### src/rtl/quartsine_phase_search.sv
// Quarter-wave sine inverse: recovers the 8-bit phase of an offset-binary sine
// sample with a 6-step successive-approximation search over the quarter-sine RAM.
module quartsine_phase_search #(
    parameter int DW = 11,
    parameter int AW = 6,
    parameter int PW = 8
) (
    input  logic          clka,
    input  logic          rst,
    input  logic          start,
    input  logic [DW-1:0] sample,
    input  logic          falling,
    output logic          busy,
    output logic          done,
    output logic [PW-1:0] phase,
    output logic          rom_ena,
    output logic          rom_wea,
    output logic [AW-1:0] rom_addr,
    output logic [DW-1:0] rom_dina,
    input  logic [DW-1:0] rom_dout
);

    localparam int BW = $clog2(AW);
    localparam logic [BW-1:0] TOP_BIT = BW'(AW - 1);
    localparam logic [DW:0]   FULL    = (DW + 1)'(1) << DW;

    // Handshake: start is sampled only in IDLE; done is a one-cycle pulse with
    // phase valid in the same cycle, and phase holds until the next accepted start.
    typedef enum logic [1:0] {
        IDLE = 2'd0,
        RD   = 2'd1,
        CMP  = 2'd2,
        DONE = 2'd3
    } state_t;

    state_t        state;
    state_t        state_nxt;
    logic          pos;
    logic          slope;
    logic [DW:0]   mag;
    logic [AW-1:0] k;
    logic [BW-1:0] bit_idx;
    logic [AW-1:0] probe;
    logic [AW-1:0] k_new;
    logic          take;

    // Trial bit and the candidate index after this comparison
    always_comb begin
        probe = AW'(1) << bit_idx;
        take  = ({1'b0, rom_dout} <= mag);
        k_new = take ? (k | probe) : k;
    end

    // State register; reset aborts any search in progress
    always_ff @(posedge clka or posedge rst) begin
        if (rst) state <= IDLE;
        else     state <= state_nxt;
    end

    // Next-state and decoded outputs
    always_comb begin
        state_nxt = state;
        busy      = (state != IDLE);
        done      = (state == DONE);
        rom_ena   = (state == RD);
        rom_wea   = 1'b0;
        rom_dina  = '0;
        case (state)
            IDLE: if (start) state_nxt = RD;
            RD:   state_nxt = CMP;
            CMP:  state_nxt = (bit_idx == '0) ? DONE : RD;
            DONE: state_nxt = IDLE;
            default: state_nxt = IDLE;
        endcase
    end

    // Search datapath: capture, successive approximation, result formatting.
    // rom_addr is loaded ahead of each RD so it holds its last value elsewhere.
    always_ff @(posedge clka or posedge rst) begin
        if (rst) begin
            pos      <= 1'b0;
            slope    <= 1'b0;
            mag      <= '0;
            k        <= '0;
            bit_idx  <= TOP_BIT;
            rom_addr <= '0;
            phase    <= '0;
        end else begin
            case (state)
                IDLE: begin
                    if (start) begin
                        pos      <= sample[DW-1];
                        mag      <= sample[DW-1] ? {1'b0, sample} : FULL - {1'b0, sample};
                        slope    <= falling;
                        k        <= '0;
                        bit_idx  <= TOP_BIT;
                        rom_addr <= AW'(1) << TOP_BIT;
                    end
                end
                CMP: begin
                    k <= k_new;
                    if (bit_idx != '0) begin
                        bit_idx  <= bit_idx - 1'b1;
                        rom_addr <= k_new | (probe >> 1);
                    end else begin
                        // Negative half-cycle sets the sign bit; falling slope mirrors the index
                        phase <= {~pos, slope, slope ? ~k_new : k_new};
                    end
                end
                default: ;
            endcase
        end
    end

endmodule

### config.mk
export PLATFORM = sky130hd
export DESIGN_NAME = quartsine_phase_search
export DESIGN_NICKNAME = d
export VERILOG_FILES = /design/src/rtl/quartsine_phase_search.sv
export SDC_FILE = /design/constraint.sdc
export NUM_CORES = 1
export LEC_CHECK = 0
export CORE_ASPECT_RATIO = 0.6
export CORE_MARGIN = 1
export CORE_UTILIZATION = 40
export CTS_CLUSTER_SIZE = 30
export DETAILED_ROUTE_END_ITERATION = 12
export GPL_ROUTABILITY_DRIVEN = 0
export GPL_TIMING_DRIVEN = 0
export PLACE_DENSITY = 0.68
export RECOVER_POWER = 25
export SLEW_MARGIN = 15
export SYNTH_ARGS = -nofsm -noshare
export SYNTH_HDL_FRONTEND = slang
export SYNTH_SLANG_ARGS = --single-unit
export TNS_END_PERCENT = 1
### constraint.sdc
create_clock -name clka -period 5.2 [get_ports clka]
set_input_delay 0.52 -clock clka [delete_from_list [all_inputs] [get_ports clka]]
set_output_delay 0.52 -clock clka [all_outputs]
set_load 0.05 [all_outputs]
==> impl_summary.txt <==
----------------------------------------------------
[Clock tree]
  Post-CTS Setup Repair Bufs ... 0
  Number of hold-repair buffers added at the cts stage ... 0
  Skew-Pair Late Insertion Delay ... 0.28 ns
  CTS Root Buffer Type ... sky130_fd_sc_hd__clkbuf_8
  Post-cts repair resize count ... 0
  Clk buf depth ... 2
  H-tree levels ... 2
  CTS tree ... yes
  Total number of clock tree sinks ... 39
  Clk slew on worst S/H paths ... 0.07 ns
  TritonCTS Buffers ... 5

[Die]
  Chip Height ... 61.0 um
  Standard-cell row count ... 21
  Initial standard-cell utilization of the core ... 0.415
  Area of the core ... 5600 um2
  Die Wd ... 100 um
  Number of placed I/O pins ... 55
  Die area ... 6120 um2

[Timing]
  Final Hold Slack ... 0.478 ns
  Shortest period the worst path allows ... 2.49 ns
  Slack of the critical path ... 2.71 ns
  Post-Route Skew ... 0.00795 ns
  Headroom to the max-slew limit ... -0.0824
  F_max ... 0.402 GHz
  Number of failing setup endpoints in the final timing report ... 0
  Aggregate negative setup slack ... 0 ns
  Worst Max-Slew Pin Slew ... 1.62 ns
  Final hold violation count ... 0
  Portion of the clock cycle consumed by the worst path in the final layout ... 0.478
  Unrepaired setup endpoints after global routing ... no
  Fin. max-slew vios ... 31

[Layout]
  Area delta synth->final ... 28.8%
  Commonest non-fill, non-tap cell in the layout ... sky130_fd_sc_hd__clkdlybuf4s50_1
  Antenna diode instance count ... 0
  Commonest cells after routing, fill and taps aside ... 41 x sky130_fd_sc_hd__clkdlybuf4s50_1, 37 x sky130_fd_sc_hd__nand2_1, 37 x sky130_fd_sc_hd__dfrtp_1
  Number of nets in the final layout ... 365
  Proportion of layout cells with a drive suffix above 1 ... 0.0807

[Logic synthesis]
  FF+latch count, synth ... 39
  Most frequently used flop master after synthesis ... sky130_fd_sc_hd__dfrtp_1
  Count of unique library cells instantiated by Yosys ... 43
  Mean cell area of the mapped netlist ... 8.90 um2
  Sequential fraction of the synthesis area ... 0.421
  Gate count after technology mapping ... 261
  Post-synth EDFFs ... 0
  Proportion of register bits with asynchronous set or reset after synthesis ... 1.00
  Mapped cell area ... 2320 um2
  Warnings, synthesis ... 0

[Placed design]
  HPWL Detailed ... 4130 um
  Number of buffers added on ports ... 42
  Post-place setup slack ... 2.48 ns

[Pwr]
  Switching part of the total ... 0.451
  Gate power share ... 0.527
  Design internal power ... 891 uW
  Fraction of power consumed by the clock network ... 0.150
  Ratio of total power to cell area ... 543 nW/um2
  Portion of total power attributed to sequential cells ... 0.323
  Psw ... 732 uW
  VDD IR-drop max ... 0.000246 V
  Leakage component of the power ... 1.39 nW

[Setup path]
  WS Path Type ... in -> async
  Required time of the critical path ... 5.30 ns
  Type of element capturing the critical path ... async pin
  Maximum fanout encountered on the critical timing path ... 30
  Worst setup SP type ... input pin
  Signal arrival time at the worst endpoint ... 2.59 ns

[Routing]
  DRT Pass-1 Iters ... 8
  Post-detailed-route via-to-cell ratio ... 4.79
  Iteration-0 DRC count of the detailed router ... 90
  Number of nets with antenna violations after routing ... 0
  Number of DRC violations after detailed routing ... 2
  Routed via count ... 1926
  Routed wire length per instance ... 13.0 um
  Total wire length ... 5230 um

[GRT]
  Most congested layer reported by global routing ... met1
  Fraction of met2 tracks used by global routing ... 0.262
  Leftover overflow at the end of global routing ... 0
  GRT Util Overall ... 0.189
  Antenna violations before repair ... 0
  M1 GR Usage ... 0.293
  Wire length of the first global-routing pass ... 8660 um
  Grt met3 use ... 0.0499
  Vias in the first global route ... 1735
  Maximum number of pins on one net before global-route repair ... 31

[Run status]
  Run status ... finished with violations
  Failing checks ... design-rule violations, max-capacitance violations, max-slew violations

[Flow run]
  Max-cap violations ... 1

[Min path]
  Worst min-delay path class ... reg -> reg

----------------------------------------------------
==> final timing paths <==
kind	from	depth (start not counted)	end	slack (ns)
max in group clka	rom_dout[9]	9	phase[1]$_DFFE_PP0P_	2.77
worst max-delay path	rst	3	rom_addr[2]$_DFFE_PP0P_	2.71
min in group asynchronous	rst	2	phase[6]$_DFFE_PP0P_	0.65
worst max register to register	mag[9]$_DFFE_PP0P_	9	phase[1]$_DFFE_PP0P_	3.02
worst min register to register	pos$_DFFE_PP0P_	1	phase[7]$_DFFE_PP0P_	0.48
worst min-delay path	pos$_DFFE_PP0P_	1	phase[7]$_DFFE_PP0P_	0.48
==> kinds of logic after synthesis <==
kind of cell,Yosys count,share of synthesized area
and+or+nand+nor,93,0.191
muxes,1,0.00431
adders and majority gates,17,0.0916
AOI/OAI and AO/OA,61,0.166
xor gates and xnor gates,10,0.0377
DFF,39,0.421
other,1,0.00161
buffers and inverters,39,0.0857
==> registers in the layout, indices dropped and copies added, names as in the netlist <==
name and cells:
mag 12, phase 8, k 6, rom_addr 6, bit_idx 3, state 2
pos 1, slope 1
==> metal layers <==
layer	wire [um]	share of wire
met1	2850	0.54
met2	1990	0.38
met3	375	0.072
met4	15	0.0029
met5	0	0
==> critical path, stage by stage <==
cell and delay [ns]:
sky130_fd_sc_hd__dlygate4sd3_1 0.53, sky130_fd_sc_hd__inv_1 0.30, sky130_fd_sc_hd__clkbuf_1 1.22
==> stage by stage <==
stage | std cells | total power [mW] | utilization | cell area (um2)
2_1_floorplan | 272 | 1.12 | - | 2360
3_3_place_gp | 394 | 1.37 | 0.515 | 2880
3_5_place_dp | 395 | 1.39 | 0.519 | 2900
4_1_cts | 402 | 1.64 | 0.537 | 3010
5_1_grt | 402 | 1.74 | 0.534 | 2990
6_report | 402 | 1.62 | 0.534 | 2990
==> power by group through the flow <==
stage / clock (mW) / sequential [mW] / combinational [mW]
after floorplan: 0 / 0.662 / 0.462
final: 0.244 / 0.524 / 0.855
after detailed placement: 0 / 0.530 / 0.859
after global placement: 0 / 0.526 / 0.839
after global routing: 0.260 / 0.543 / 0.939
after CTS: 0.249 / 0.524 / 0.862
==> Yosys cell counts (3+ instances only) <==
| cell type | n | area [um2] |
|---|---|---|
| sky130_fd_sc_hd__a211o_1 | 3 | 26.3 |
| sky130_fd_sc_hd__xnor2_1 | 9 | 78.8 |
| sky130_fd_sc_hd__inv_1 | 21 | 78.8 |
| sky130_fd_sc_hd__buf_4 | 12 | 90.1 |
| sky130_fd_sc_hd__clkbuf_1 | 5 | 18.8 |
| sky130_fd_sc_hd__nor3_1 | 8 | 40.0 |
| sky130_fd_sc_hd__a22o_1 | 4 | 35.0 |
| sky130_fd_sc_hd__nor2b_1 | 8 | 50.1 |
| sky130_fd_sc_hd__o21ai_0 | 22 | 110 |
| sky130_fd_sc_hd__nand2b_1 | 3 | 18.8 |
| sky130_fd_sc_hd__a211oi_1 | 3 | 22.5 |
| sky130_fd_sc_hd__nor2_1 | 25 | 93.8 |
| sky130_fd_sc_hd__nand2_1 | 37 | 139 |
| sky130_fd_sc_hd__ha_1 | 17 | 213 |
| sky130_fd_sc_hd__a21oi_1 | 15 | 75.1 |
| sky130_fd_sc_hd__dfrtp_1 | 37 | 926 |
==> layout make-up <==
| class | instances | area [um2] |
|---|---|---|
| flip-flops and latches | 39 | 978 |
| inverters | 21 | 78.8 |
| repair buffers | 43 | 424 |
| clock inverters | 1 | 30.0 |
| fillers | 533 | 2610 |
| plain buffers | 18 | 120 |
| multi-input cells | 194 | 1190 |
| clock buffers | 6 | 72.6 |
| well taps | 80 | 100 |
Power figures use the tool's default switching activity.
